$ cat src/rtl/seg_scan.sv
`default_nettype none
// ============================================================================
// Module      : seg_scan
// Description : Four-digit time-multiplexed seven-segment scan driver.
//               One digit per SCAN_DIV-cycle slot, a BLANK_CYC-cycle anode
//               blanking gap at the start of every slot, and a shadow
//               (pending) register so new values only reach the display at
//               frame boundaries.
//               Optional feature macro: SEG_SCAN_LZB_EN (leading-zero
//               blanking of digits 3..1).
// Revision    : 1.0 - initial release
// ============================================================================
module seg_scan #(
  parameter int SCAN_DIV  = 50000,
  parameter int BLANK_CYC = 500
) (
  input  logic        clk,
  input  logic        rst_n,
  input  logic [15:0] value,
  input  logic [3:0]  dp_in,
  input  logic        load,
  output logic        frame_tick,
  output logic [3:0]  anode,
  output logic [7:0]  segment
);

  localparam int                  c_CNT_W   = (SCAN_DIV > 2) ? $clog2(SCAN_DIV) : 1;
  localparam logic [c_CNT_W-1:0]  c_CNT_MAX = c_CNT_W'(SCAN_DIV - 1);

  logic [c_CNT_W-1:0] r_cnt;
  logic [1:0]         r_idx;
  logic [15:0]        r_disp;
  logic [3:0]         r_dp;
  logic [15:0]        r_pend;
  logic [3:0]         r_pend_dp;
  logic               r_pend_v;

  logic               w_cnt_wrap;
  logic               w_boundary;
  logic [c_CNT_W-1:0] w_cnt_nxt;
  logic [1:0]         w_idx_nxt;
  logic [15:0]        w_disp_nxt;
  logic [3:0]         w_dp_nxt;
  logic               w_in_blank;
  logic [3:0]         w_nib;
  logic               w_dp_sel;
  logic [7:0]         w_seg_nxt;

  // Active-low seven-segment pattern {g,f,e,d,c,b,a} for one hex nibble.
  function automatic logic [6:0] seg7(input logic [3:0] n);
    logic [6:0] p;
    case (n)
      4'h0: p = 7'h40;
      4'h1: p = 7'h79;
      4'h2: p = 7'h24;
      4'h3: p = 7'h30;
      4'h4: p = 7'h19;
      4'h5: p = 7'h12;
      4'h6: p = 7'h02;
      4'h7: p = 7'h78;
      4'h8: p = 7'h00;
      4'h9: p = 7'h10;
      4'hA: p = 7'h08;
      4'hB: p = 7'h03;
      4'hC: p = 7'h46;
      4'hD: p = 7'h21;
      4'hE: p = 7'h06;
      default: p = 7'h0E;
    endcase
    return p;
  endfunction

  assign w_cnt_wrap = (r_cnt == c_CNT_MAX);
  assign w_boundary = w_cnt_wrap && (r_idx == 2'd3);
  assign w_cnt_nxt  = w_cnt_wrap ? '0 : r_cnt + 1'b1;
  assign w_idx_nxt  = w_cnt_wrap ? r_idx + 2'd1 : r_idx;

  // The display only changes on the frame boundary, and only from the value
  // pending before that edge; a load on the same edge waits a frame.
  assign w_disp_nxt = (w_boundary && r_pend_v) ? r_pend    : r_disp;
  assign w_dp_nxt   = (w_boundary && r_pend_v) ? r_pend_dp : r_dp;

  // Outputs are registered from next-state values so they line up with the
  // counters they describe in the same cycle.
  generate
    if (BLANK_CYC == 0) begin : g_blank_none
      assign w_in_blank = 1'b0;
    end else begin : g_blank_gap
      localparam logic [c_CNT_W-1:0] c_BLANK = c_CNT_W'(BLANK_CYC);
      assign w_in_blank = (w_cnt_nxt < c_BLANK);
    end
  endgenerate

  // Select the nibble and decimal point of the digit being scanned next.
  always_comb begin
    w_nib = 4'h0;
    case (w_idx_nxt)
      2'd0:    w_nib = w_disp_nxt[3:0];
      2'd1:    w_nib = w_disp_nxt[7:4];
      2'd2:    w_nib = w_disp_nxt[11:8];
      default: w_nib = w_disp_nxt[15:12];
    endcase
    w_dp_sel = w_dp_nxt[w_idx_nxt];
  end

`ifdef SEG_SCAN_LZB_EN
  logic w_lz_blank;

  // A digit is a leading zero when it and every digit above it are zero;
  // digit 0 always shows, and a lit decimal point keeps the digit visible.
  always_comb begin
    w_lz_blank = 1'b0;
    case (w_idx_nxt)
      2'd3:    w_lz_blank = (w_disp_nxt[15:12] == 4'h0);
      2'd2:    w_lz_blank = (w_disp_nxt[15:8]  == 8'h00);
      2'd1:    w_lz_blank = (w_disp_nxt[15:4]  == 12'h000);
      default: w_lz_blank = 1'b0;
    endcase
    w_seg_nxt = (w_lz_blank && !w_dp_sel) ? 8'hFF : {~w_dp_sel, seg7(w_nib)};
  end
`else
  assign w_seg_nxt = {~w_dp_sel, seg7(w_nib)};
`endif

  // Slot counter and digit index.
  always_ff @(posedge clk or negedge rst_n) begin
    if (!rst_n) begin
      r_cnt <= '0;
      r_idx <= 2'd0;
    end else begin
      r_cnt <= w_cnt_nxt;
      r_idx <= w_idx_nxt;
    end
  end

  // Pending shadow register: last load wins, cleared once consumed.
  always_ff @(posedge clk or negedge rst_n) begin
    if (!rst_n) begin
      r_pend    <= 16'h0000;
      r_pend_dp <= 4'h0;
      r_pend_v  <= 1'b0;
    end else if (load) begin
      r_pend    <= value;
      r_pend_dp <= dp_in;
      r_pend_v  <= 1'b1;
    end else if (w_boundary) begin
      r_pend_v  <= 1'b0;
    end
  end

  // Display register, updated only at frame boundaries.
  always_ff @(posedge clk or negedge rst_n) begin
    if (!rst_n) begin
      r_disp <= 16'h0000;
      r_dp   <= 4'h0;
    end else begin
      r_disp <= w_disp_nxt;
      r_dp   <= w_dp_nxt;
    end
  end

  // Registered display outputs and frame start pulse.
  always_ff @(posedge clk or negedge rst_n) begin
    if (!rst_n) begin
      anode      <= 4'b1111;
      segment    <= 8'hFF;
      frame_tick <= 1'b0;
    end else begin
      anode      <= w_in_blank ? 4'b1111 : ~(4'b0001 << w_idx_nxt);
      segment    <= w_seg_nxt;
      frame_tick <= (w_idx_nxt == 2'd0) && (w_cnt_nxt == '0);
    end
  end

endmodule
`default_nettype wire

$ cat config.mk
export PLATFORM = sky130hd
export DESIGN_NAME = seg_scan
export DESIGN_NICKNAME = d
export VERILOG_FILES = /design/src/rtl/seg_scan.sv
export SDC_FILE = /design/constraint.sdc
export NUM_CORES = 1
export LEC_CHECK = 0
export ABC_AREA = 1
export CAP_MARGIN = 20
export CORE_UTILIZATION = 55
export DETAILED_ROUTE_END_ITERATION = 10
export MAX_ROUTING_LAYER = met4
export PLACE_DENSITY = 0.8
export RECOVER_POWER = 50
export SKIP_CTS_REPAIR_TIMING = 1
export SLEW_MARGIN = 15
export SYNTH_ARGS = -nofsm -noshare
export SYNTH_HDL_FRONTEND = slang
export SYNTH_SLANG_ARGS = --single-unit
$ cat constraint.sdc
create_clock -name clk -period 3.2 [get_ports clk]
set_clock_uncertainty 0.2 [all_clocks]
set_input_delay 0.48 -clock clk [delete_from_list [all_inputs] [get_ports clk]]
set_output_delay 0.48 -clock clk [all_outputs]
set_load 0.05 [all_outputs]
Word-level counts from Yosys, hierarchy flattened:

Memory sizes are Yosys's and may differ from the RTL's. A register that Yosys moved wholly into a read port is not among the register bits.
Cells that the tools add are included.

* register bits: 72
* bits in read-only memories: 112
* output and inout port bits: 13
* memories kept: 1

* add/subtract/negate cells: 2
* magnitude comparators: 2
* equal/unequal tests: 4
* shift-type cells: 1
* mux-type cells: 10
* bitwise logic cells: 2
* reductions and logical operators: 7

Memories
* (no name shown): words 16, bits a word 7, read ports 1, clocked after memory_dff 1, wr ports 0, line 52 `case (n)`

Operators with widths (number)
* 16-bit 2-to-1 mux: 2
* 16-bit by 1-bit adder with 16-bit output (second input constant): 1
* 16-bit == test (second input constant): 1
* 16-bit zero test: 1
* 16-bit by 9-bit less-than comparator with 1-bit output (second input constant): 1
* 4-bit one-hot mux with 3 select lines: 1
* 4-bit 2-to-1 mux: 2
* 2-bit == test (second input constant): 2
* 4-bit inverter: 1
* 1-bit by 2-bit left shift with 4-bit output (first input constant): 1
* 1-bit logical AND: 3
* 2-bit by 3-bit less-than comparator with 1-bit output (second input constant): 1
* 1-bit 2-to-1 mux: 3
* 2-bit by 1-bit adder with 2-bit output (second input constant): 1
* 1-bit binary-select mux with 2-bit select: 1
* 2-bit by 1-bit == test with 1-bit output (second input constant): 1
* 2-bit zero test: 1
* 2-bit 2-to-1 mux: 1
* 2-bit nonzero test: 1
* 1-bit zero test: 1
* 1-bit inverter: 1

Longest topological paths before layout:

Gate-level depths: netlist (run 1).

* word-level depth: 7
* gate-level depth with buffers: 18

Worst setup path after synthesis (run 1):

No wires, ideal clock.

* kind: reg-to-reg
* start point: reg r_cnt[0]
* end point: reg segment[3]
* data arrival time: 2.125 ns
* path slack: 0.814 ns
* stages on the path, launching flop included: 17
* path buffers: 0
* period minus slack after synthesis: 2.386 ns
* cells stage by stage: dfrtp_1 -> ha_1 -> nand3_1 -> nor2_2 -> nand2_2 -> nand2_1 -> nand2_4 -> nor2_8 -> inv_4 -> nor2_2 -> nor2_4 -> ha_1 -> inv_1 -> nand2_1 -> nand2_1 -> nand2_1 -> nand2_1

* cells in the longest elaborated chain, start to end: 5

RTL lines
* from (decl): line 30 `logic [c_CNT_W-1:0] r_cnt;`
* from (signal assigned): line 131 `r_cnt <= w_cnt_nxt;`
* 16-bit == test *: line 73 `assign w_cnt_wrap = (r_cnt == c_CNT_MAX);`
* 1-bit logical AND: line 74 `assign w_boundary = w_cnt_wrap && (r_idx == 2'd3);`
* 1-bit logical AND: line 80 `assign w_disp_nxt = (w_boundary && r_pend_v) ? r_pend : r_disp;`
* 16-bit 2-to-1 mux: line 80
* 4-bit one-hot mux with 3 select lines *: line 97 `case (w_idx_nxt)`
* to (decl): line 24 `output logic [7:0] segment`

Mark *: on every way between the ends. The rest lies on a longest branch, timed or not.
A chain may end at the register's enable or synchronous reset.

Worst setup path after layout (run 1):

Same ends and word-level chain as after synthesis.

==> results of run 1 <==
## final cells by class
type,count,area (sq um)
clock buffer,15,156
clock inverter,1,5.00
fill,566,2330
inverter,58,220
multi-input combinational,324,1800
sequential,72,1820
tap,96,120
timing repair buffer,40,379
## per-stage QoR
step                      setup WS [ns]  instances   util  hold WS, ns
after global placement            0.554        590  0.637        0.255
after detailed placement          0.418        590  0.637        0.260
after global routing             0.0890        606  0.659        0.300
after floorplan                   0.814        466      -      -0.0156
final                             0.359        606  0.659        0.277
after CTS                         0.366        606  0.661      -0.0162
## kinds of logic after synthesis
| family | count (synthesis) |
|---|---|
| buffers and inverters | 70 |
| flip-flops | 72 |
| XOR/XNOR | 6 |
| adder cells (fa/ha/maj) | 8 |
| AND/OR/NAND/NOR | 278 |
| AO/OA/AOI/OAI | 32 |
## critical path: cells and delay by family, from the launching register on
family | cells | cell delay, ns
and+or+nand+nor | 14 | 1.69
adders and majority gates | 2 | 0.50
DFF | 1 | 0.39
## layer usage
layer,routed length [microns],vias up,global-route usage
li1,-,1535,-
met1,3720,1366,0.330
met2,3630,65,0.384
met3,242,21,0.0448
met4,214,0,0.106
met5,0,-,-
## cell usage after synthesis (2+ instances only)
cell      instances
dfstp_2          12
nor2_4            8
o21ai_0          15
inv_1            48
nor2_8            4
nor4_1            2
nand2_4           8
or2_2             2
clkbuf_1          6
nand3_2           2
o21ai_1           5
xor2_1            6
nand3_1          20
o21a_1            2
nor2_1           28
nand4_4           2
buf_6             5
nor2_2           11
ha_1              8
nand2_2          13
inv_2             9
nor3_1            3
dfrtp_1          60
nand4_1          14
o21ai_2           2
nand2_1         159
## state kept, by name, summed over array words and instances, names as in the netlist
signal      flops
r_cnt          16
r_disp         16
r_pend         16
segment         8
anode           4
r_dp            4
r_pend_dp       4
r_idx           2
frame_tick      1
r_pend_v        1
## placed cells by master, fill, tap and decap left out, drive strengths merged, types with 3 or more instances in the layout
cell type / n
nor3: 3
inv: 58
dfrtp: 60
nand3: 23
dfstp: 12
o21ai: 23
xor2: 6
buf: 4
nand2: 180
ha: 8
nand4: 17
nor2: 51
clkbuf: 17
clkdlybuf4s50: 33
## where the power goes
part / leakage, nW / internal, W / switching (W)
clock network: 0.0817 / 0.000304 / 0.000320
logic: 1.32 / 0.0000334 / 0.0000428
registers: 0.908 / 0.000933 / 0.0000113
## path summary, 6_finish.rpt
| check | from | end | slack (ns) |
|---|---|---|---|
| min | r_pend[1] | r_pend[1] | 0.28 |
| min reg2reg | r_pend[1] | r_pend[1] | 0.28 |
| max reg2reg | r_cnt[0] | segment[3] | 0.36 |
| max in group asynchronous | rst_n | r_disp[8] | 0.73 |
| min in group asynchronous | rst_n | r_cnt[8] | 0.29 |
| max | r_cnt[0] | segment[3] | 0.36 |
==> qor.yml, run 1 <==
p_leak_nw: 2.31
syn-cell-area_sq_mm: 0.00392
io_pins: 36
clk_latency_ns: 0.34
wire_per_inst_microns: 12.9
synth-edff-count: 0
synth.top_cell.area_share: 0.383
cp_cell_sequence: "ha_1, nand2_2, nor2_4, nand3_2, nor2_2, nand2_1, nand2_4, nor2_4, nand2_1, nand3_2, nor2_4, ha_1, nand3_1, nand2_1, nand2_1, nand2_1"
cpMostUsedCell: "nand2_1"
slew_headroom: -0.0116
overflow: 0
status: "finished, violations left"
hold_path_class: "reg2reg"
clkSinkCount: 72
grt.total_usage: 0.250
postPlaceCellArea_sq_mm: 0.00435
reg2reg_depth: 16
setup_violations: 0
route.detailed.drc: 0
drive_gt1_frac: 0.186
wirelength_mm: 7.80
cp.arrival_ns: 2.93
ys_ff_latch: 72
gp_congestion: 0.915
violations: "max-capacitance violations, max-slew violations"
synth_compound_area_frac: 0.0552
critPathKind: "reg2reg"
critPathMaxFanout: 8
coreArea_sq_mm: 0.00683
grt_pass1_wl_mm: 13.9
ys_async_sr_fraction: 1.00
dieWidth_microns: 86.5
yosysWarnings: 0
synth_top_family_by_area: "simple AND/OR/NAND/NOR gates"
slew_violations: 30
synthCells: 466
vias: 2987
slowest_stage: "dfrtp_1"
ant_nets: 0
htreeDepth: 3
yosysSeqAreaShare: 0.463
first_pass_iters: 4
vias_per_cell: 4.93
max_freq_mhz: 352
area_growth_pct: 14.7
finalNetCount: 536
grt_max_degree: 45
fp.dieH_microns: 86.5
cts_tree: "built"
synth_top_area_cell: "dfrtp_1"
design_area_sq_mm: 0.00450
design.die.area_sq_mm: 0.00747
worst_slew_pin_slew_ns: 1.52
hold_viol_final: 0
fin_crit_sh: 0.888
synth-xor-area-share: 0.0134
drv_cap: 1
worst_setup_path_end_kind: "flip-flop"
antenna_found_initial: 0
p_per_area_mw_per_mm2: 365
clock_path_buffers: 2
cts.clk_slew.worst_paths_ns: 0.07
finalCriticalPeriod_ns: 2.84
setup_tns_ns: 0
synthAdderAreaFrac: 0.0255
synthSimpleGateAreaFrac: 0.365
synth_area_per_cell_sq_um: 8.42
start_util: 0.574
synth_nets: 497
ir_worst_vdd_v: 0.000235
synth_area_leaders: "dfrtp_1 (38%), nand2_1 (15%), dfstp_2 (8.0%)"
slowest_delay_ns: 0.39
cts-buffers-inserted: 9
synth.distinct_cells: 38
dp_hpwl_mm: 5.94
cp.required_ns: 3.28
cp-start-kind: "flip-flop"
rsz0062_at_grt: "false"
synthMuxAreaShare: 0
clockRootBuffer: "clkbuf_8"
drt_iter0_markers: 124
first_global_vias: 2934
io_buffers: 35
total_power_w: 0.00164
synthFlopType: "dfrtp_1"
hold_depth: 2
diodes: 0
rows: 30
(Power assumes the default switching activity.)
==> run 2, diff against run 1 <==
--- a/config.mk
+++ b/config.mk
@@ -8,4 +8,5 @@
 export ABC_AREA = 1
 export CAP_MARGIN = 20
+export CORE_MARGIN = 5
 export CORE_UTILIZATION = 55
 export DETAILED_ROUTE_END_ITERATION = 10
==> constraint.sdc (replaced) <==
create_clock -name clk -period 3.2 [get_ports clk]
set_clock_uncertainty 0.2 [all_clocks]
set_input_delay 0.64 -clock clk [delete_from_list [all_inputs] [get_ports clk]]
set_output_delay 0.64 -clock clk [all_outputs]
set_load 0.05 [all_outputs]
==> run 2 against run 1 <==
The run still ends with max-capacitance violations, max-slew violations left. Register-to-register slack better by 0.09 ns. Cell area is 0.78% higher. First-iteration DRC count is 26% higher. Sequential share of layout area decreased by 0.31 points. Worst setup slack better by 0.089 ns. Total power grew 5.7%. Non-clock buffer count unchanged. Clock power is 14% higher. Critical path type unchanged. Largest cell class unchanged. Highest routed layer unchanged.
==> qor.yml, run 2 (same netlist as run 1, synthesis figures left out) <==
status: "finished, violations left"  # unchanged
violations: "max-capacitance violations, max-slew violations"  # unchanged
p_per_area_mw_per_mm2: 383  # was 365 mW/mm^2
hold_depth: 2  # unchanged
io_buffers: 35  # unchanged
design.die.area_sq_mm: 0.00892  # was 0.00747 sq mm
max_freq_mhz: 363  # was 352 MHz
slew_violations: 31  # was 30
cts.clk_slew.worst_paths_ns: 0.07  # about the same
reg2reg_depth: 17  # was 16
clockRootBuffer: "clkbuf_8"  # unchanged
drive_gt1_frac: 0.186  # unchanged
hold_path_class: "reg2reg"  # unchanged
maxUsedRoutingLayer: "met4"  # unchanged
min-delay-start: "r_dp[2]"  # was r_pend[1]
place_inst: 590  # unchanged
fin_crit_sh: 0.860  # was 0.888
cp-start-kind: "flip-flop"  # unchanged
overflow: 0  # unchanged
comb_power_share: 0.045  # was 0.046
setup_tns_ns: 0  # unchanged
grt_max_degree: 43  # was 45
dieWidth_microns: 94.5  # was 86.5 microns
regToRegStartpoint: "r_cnt[0]"  # unchanged
vias: 3035  # was 2987
cp.required_ns: 3.28  # about the same
cp_cell_sequence: "ha_1, nand2_1, nor2_4, nand2_2, inv_2, nand3_1, nand2_1, nor2_4, nand2_1, nand3_2, nor2_4, inv_1, ha_1, nand2_2, nand2_1, nand2_1, nand2_1"  # was ha_1, nand2_2, nor2_4, nand3_2, nor2_2, nand2_1, nand2_4, nor2_4, nand2_1, nand3_2, nor2_4, ha_1, nand3_1, nand2_1, nand2_1, nand2_1
wl_met2_mm: 3.75  # was 3.63 mm
timing.rr.end: "segment[5]"  # was segment[3]
cp.arrival_ns: 2.84  # was 2.93 ns
finalCriticalPeriod_ns: 2.75  # was 2.84 ns
clock_path_buffers: 2  # unchanged
finalNetCount: 536  # unchanged
gp_congestion: 0.910  # was 0.915
cts-buffers-inserted: 9  # unchanged
first_global_vias: 3074  # was 2934
ant_nets: 0  # unchanged
clkSinkCount: 72  # unchanged
rows: 30  # unchanged
whs_ns: 0.274  # was 0.277 ns
worst_slew_pin_slew_ns: 1.72  # was 1.52 ns
wl_met1_mm: 3.59  # was 3.72 mm
dp_hpwl_mm: 6.07  # was 5.94 mm
drv_cap: 1  # unchanged
first_pass_iters: 4  # unchanged
slowest_delay_ns: 0.40  # was 0.39 ns
diodes: 0  # unchanged
io_pins: 36  # unchanged
wire_per_inst_microns: 13.0  # was 12.9 microns
wirelength_mm: 7.90  # was 7.80 mm
layout_commonest_cell: "nand2_1"  # unchanged
cts_tree: "built"  # unchanged
hold_path_end: "r_dp[2]"  # was r_pend[1]
critPathMaxFanout: 6  # was 8
htreeDepth: 3  # unchanged
fp.dieH_microns: 94.5  # was 86.5 microns
rsz0062_at_grt: "false"  # unchanged
drt_iter0_markers: 156  # was 124
ir_worst_vdd_v: 0.000267  # was 0.000235 V
cpMostUsedCell: "nand2_1"  # unchanged
final_cell_mix: "nand2_1 (161), dfrtp_1 (60), inv_1 (48), clkdlybuf4s50_1 (34), nor2_1 (28)"  # was nand2_1 (159), dfrtp_1 (60), inv_1 (48), clkdlybuf4s50_1 (33), nor2_1 (28)
power_switching_share: 0.225  # was 0.228
antenna_found_initial: 0  # unchanged
grt.total_usage: 0.205  # was 0.250
grt_pass1_wl_mm: 13.9  # about the same
top_regs: "r_cnt: 16 flops, r_disp: 16 flops, r_pend: 16 flops"  # unchanged
power_frac_seq: 0.544  # was 0.574
p_leak_nw: 2.32  # was 2.31 nW
clk_latency_ns: 0.35  # was 0.34 ns
slowest_stage: "dfrtp_1"  # unchanged
area_growth_pct: 15.6  # was 14.7%
p_clk_frac: 0.410  # was 0.379
n_fill_cell: 586  # was 566
critPathKind: "reg2reg"  # unchanged
internal_power_w: 0.00135  # was 0.00127 W
route.detailed.drc: 0  # unchanged
hold_viol_final: 0  # unchanged
rrSetupSlack_ns: 0.45  # was 0.36 ns
worst_setup_path_end_kind: "flip-flop"  # unchanged
p_sw_w: 0.000391  # was 0.000374 W
met3WireLength_microns: 355  # was 242 microns
slew_headroom: -0.149  # was -0.0116
setup_violations: 0  # unchanged
start_util: 0.571  # was 0.574
coreArea_sq_mm: 0.00687  # was 0.00683 sq mm
vias_per_cell: 5.01  # was 4.93
stdcell_count: 606  # unchanged
==> run 2: layer usage <==
layer	vias up	global-route usage
met5	-	-
met4	0	0.0709
met3	16	0.0398
met2	68	0.332
met1	1416	0.259
li1	1535	-
==> run 2: worst max-delay path by stage <==
| stage | to | slack, ns | from | cells past startpoint |
|---|---|---|---|---|
| CTS | segment[5] | 0.50 | r_cnt[0] | 17 |
| global route | segment[5] | 0.18 | r_cnt[0] | 17 |
| global placement | segment[6] | 0.63 | r_cnt[0] | 17 |
| detailed placement | segment[5] | 0.51 | r_cnt[0] | 17 |
| finish | segment[5] | 0.45 | r_cnt[0] | 17 |
| floorplan | segment[3] | 0.81 | r_cnt[0] | 16 |
==> run 2: metrics by stage <==
stage | utilization | setup slack (ns) | instance area [sq um] | total power [W]
2_1_floorplan | - | 0.814 | 3920 | 0.000985
3_3_place_gp | 0.634 | 0.631 | 4350 | 0.00104
3_5_place_dp | 0.634 | 0.513 | 4350 | 0.00104
4_1_cts | 0.662 | 0.496 | 4550 | 0.00175
5_1_grt | 0.660 | 0.179 | 4530 | 0.00181
6_report | 0.660 | 0.447 | 4530 | 0.00174
==> run 2: critical path: cells and delay by family (launching register included) <==
| kind | cells | cell delay, ns |
|---|---|---|
| flip-flops | 1 | 0.40 |
| AND/OR/NAND/NOR | 13 | 1.43 |
| adder cells (fa/ha/maj) | 2 | 0.46 |
| buffers and inverters | 2 | 0.20 |
==> run 2: final cells by class <==
cell class              count  area, sq um  share of cell area
clock inverters             4         46.3              0.0102
flip-flops and latches     72         1820               0.401
repair buffers             40          394              0.0869
well taps                  96          120              0.0265
clock buffers              12          145              0.0320
multi-input cells         324         1790               0.395
inverters                  58          220              0.0486
==> run 2: power by group through the flow <==
stage | combinational [W] | sequential, W | clock, W
after floorplan | 0.0000280 | 0.000957 | 0
after global placement | 0.0000792 | 0.000962 | 0
after detailed placement | 0.0000819 | 0.000963 | 0
after CTS | 0.0000820 | 0.000946 | 0.000725
after global routing | 0.0000916 | 0.000947 | 0.000773
final | 0.0000790 | 0.000946 | 0.000713
==> run 3, diff against run 2 <==
CORE_UTILIZATION = 52   (was 55)
GPL_TIMING_DRIVEN = 0   (was unset)
PLACE_DENSITY = 0.79   (was 0.8)
clock period = 2.2 ns   (was 3.2 ns; I/O delays follow)
==> run 3 against run 2 <==
The flow finishes with violations (negative setup slack). Utilization rose by 3.6 points. Critical path depth decreased by 1. Count of clock-buffer cells in the layout fell by 1. Cell area is 12% higher. Largest power group is now clock. Largest cell class is now multi-input combinational cells. Sequential cell count stayed put. Cell count grew 5.0%. First-iteration DRC count up 12%. Critical path type unchanged. Hold slack better by 0.0057 ns. Sequential power is 45% higher. Highest routed layer unchanged.
==> qor.yml, run 3 (same netlist as run 1, synthesis figures left out) <==
slew_headroom: 0.557  # was -0.149
cts.clk_slew.worst_paths_ns: 0.08  # was 0.07 ns
first_pass_iters: 4  # unchanged
multi_input_area_sq_mm: 0.00200  # was 0.00179 sq mm
io_pins: 36  # unchanged
p_per_area_mw_per_mm2: 574  # was 383 mW/mm^2
total_power_w: 0.00291  # was 0.00174 W
design.die.area_sq_mm: 0.00938  # was 0.00892 sq mm
antenna_found_initial: 0  # unchanged
drive_gt1_frac: 0.296  # was 0.186
wirelength_mm: 8.92  # was 7.90 mm
area_growth_pct: 29.3  # was 15.6%
ant_nets: 0  # unchanged
first_global_vias: 3195  # was 3074
critPathKind: "reg2reg"  # unchanged
clkSinkCount: 72  # unchanged
gp_congestion: 0.902  # was 0.910
diodes: 0  # unchanged
grt_pass1_wl_mm: 14.2  # was 13.9 mm
finalNetCount: 563  # was 536
postPlaceCellArea_sq_mm: 0.00447  # was 0.00435 sq mm
cp-start-kind: "flip-flop"  # unchanged
top_regs: "r_cnt: 16 flops, r_disp: 16 flops, r_pend: 16 flops"  # unchanged
clockRootBuffer: "clkbuf_8"  # unchanged
hold_depth: 2  # unchanged
cts_tree: "built"  # unchanged
fin_crit_sh: 1.21  # was 0.860
grt.total_usage: 0.190  # was 0.205
reg2reg_depth: 16  # was 17
grt_max_degree: 48  # was 43
seq_area_sq_mm: 0.00182  # about the same
layout_commonest_cell: "nand2_1"  # unchanged
status: "finished, violations left"  # unchanged
setup_violations: 13  # was 0
n_fill_cell: 566  # was 586
fp.dieH_microns: 96.9  # was 94.5 microns
vias_per_cell: 5.01  # about the same
worst_slew_pin_slew_ns: 0.664  # was 1.72 ns
final_cell_mix: "nand2_1 (142), dfrtp_1 (58), inv_1 (47), nand2_2 (27), clkdlybuf4s50_1 (22)"  # was nand2_1 (161), dfrtp_1 (60), inv_1 (48), clkdlybuf4s50_1 (34), nor2_1 (28)
clock_path_buffers: 2  # unchanged
route.detailed.drc: 0  # unchanged
hold_path_class: "reg2reg"  # unchanged
drt_iter0_markers: 174  # was 156
max_freq_mhz: 374  # was 363 MHz
start_util: 0.538  # was 0.571
cts-buffers-inserted: 9  # unchanged
design_area_sq_mm: 0.00507  # was 0.00453 sq mm
htreeDepth: 3  # unchanged
cp.arrival_ns: 2.75  # was 2.84 ns
hold_viol_final: 0  # unchanged
dp_hpwl_mm: 6.20  # was 6.07 mm
worst_setup_path_end_kind: "flip-flop"  # unchanged
cp.required_ns: 2.27  # was 3.28 ns
io_buffers: 35  # unchanged
slew_violations: 0  # was 31
rows: 31  # was 30
ir_worst_vdd_v: 0.000429  # was 0.000267 V
drv_cap: 0  # was 1
rsz0062_at_grt: "true"  # was false
coreArea_sq_mm: 0.00729  # was 0.00687 sq mm
dieWidth_microns: 96.9  # was 94.5 microns
vias: 3188  # was 3035
finalCriticalPeriod_ns: 2.67  # was 2.75 ns
clk_latency_ns: 0.36  # was 0.35 ns
critPathMaxFanout: 5  # was 6
overflow: 0  # unchanged
wire_per_inst_microns: 14.0  # was 13.0 microns
fin_ws_ns: -0.472  # was 0.447 ns
violations: "negative setup slack"  # was max-capacitance violations, max-slew violations
p_leak_nw: 2.66  # was 2.32 nW
-- run 3: cell count changes in the layout (fill, tap and decap cells not counted), sizes merged --
cell	delta
buf	+20
clkinv	-2
bufinv	+3
clkdlybuf4s50	-12
dlymetal6s2s	+12
dlygate4sd3	+1
clkbuf	+5
-- run 3: area by class of cell --
cell class,count,share of cell area
multi-input cells,324,0.395
flip-flops and latches,72,0.359
clock inverters,5,0.0252
clock buffers,11,0.0279
repair buffers,55,0.108
well taps,99,0.0244
inverters,58,0.0444
plain buffers,12,0.0165
-- run 3: critical path: stages (launching register included) --
cell and delay (ns):
dfrtp_2 0.43, ha_4 0.18, nand2_4 0.06, nor2_4 0.19, nand3_2 0.12, nor2_4 0.15, nand2_2 0.08, nand2_4 0.12
nor2_4 0.07, nand2_1 0.10, nand4_1 0.12, buf_4 0.17, ha_4 0.17, buf_4 0.14, nor2_1 0.10, nand2_1 0.09
o21ai_1 0.11
-- run 3: power breakdown --
group	internal (W)	leakage [nW]	switching, W
combinational	0.0000552	1.63	0.0000645
sequential	0.00136	0.906	0.0000165
clock	0.000900	0.130	0.000521
-- run 3: routing by layer --
metal  up-vias  GRT usage  part of all wire
li1       1584          -                 -
met1      1516      0.223              0.43
met2        65      0.302              0.51
met3        23     0.0482             0.032
met4         0     0.0950             0.027
met5         -          -                 0
-- run 3: path summary, 6_finish.rpt --
path,startpoint,to,slack (ns)
min in group asynchronous,rst_n,r_cnt[7],0.44
hold reg to reg,r_dp[2],r_dp[2],0.28
setup reg to reg,r_cnt[0],segment[2],-0.47
hold / removal,r_dp[2],r_dp[2],0.28
max in group asynchronous,rst_n,segment[7],0.65
setup / recovery,r_cnt[0],segment[2],-0.47
-- run 3: stage by stage --
step                      setup slack (ns)  cells  hold WS, ns  TNS, ns  utilization
after floorplan                    -0.0976    466      -0.0556   -0.263            -
after global placement               -1.90    600        0.255  -129.35        0.609
after detailed placement            -0.471    601        0.174    -3.27        0.613
after CTS                           -0.498    617       -0.212    -5.09        0.650
after global routing                -0.639    636        0.309    -4.92        0.696
final                               -0.472    636        0.279    -3.08        0.696
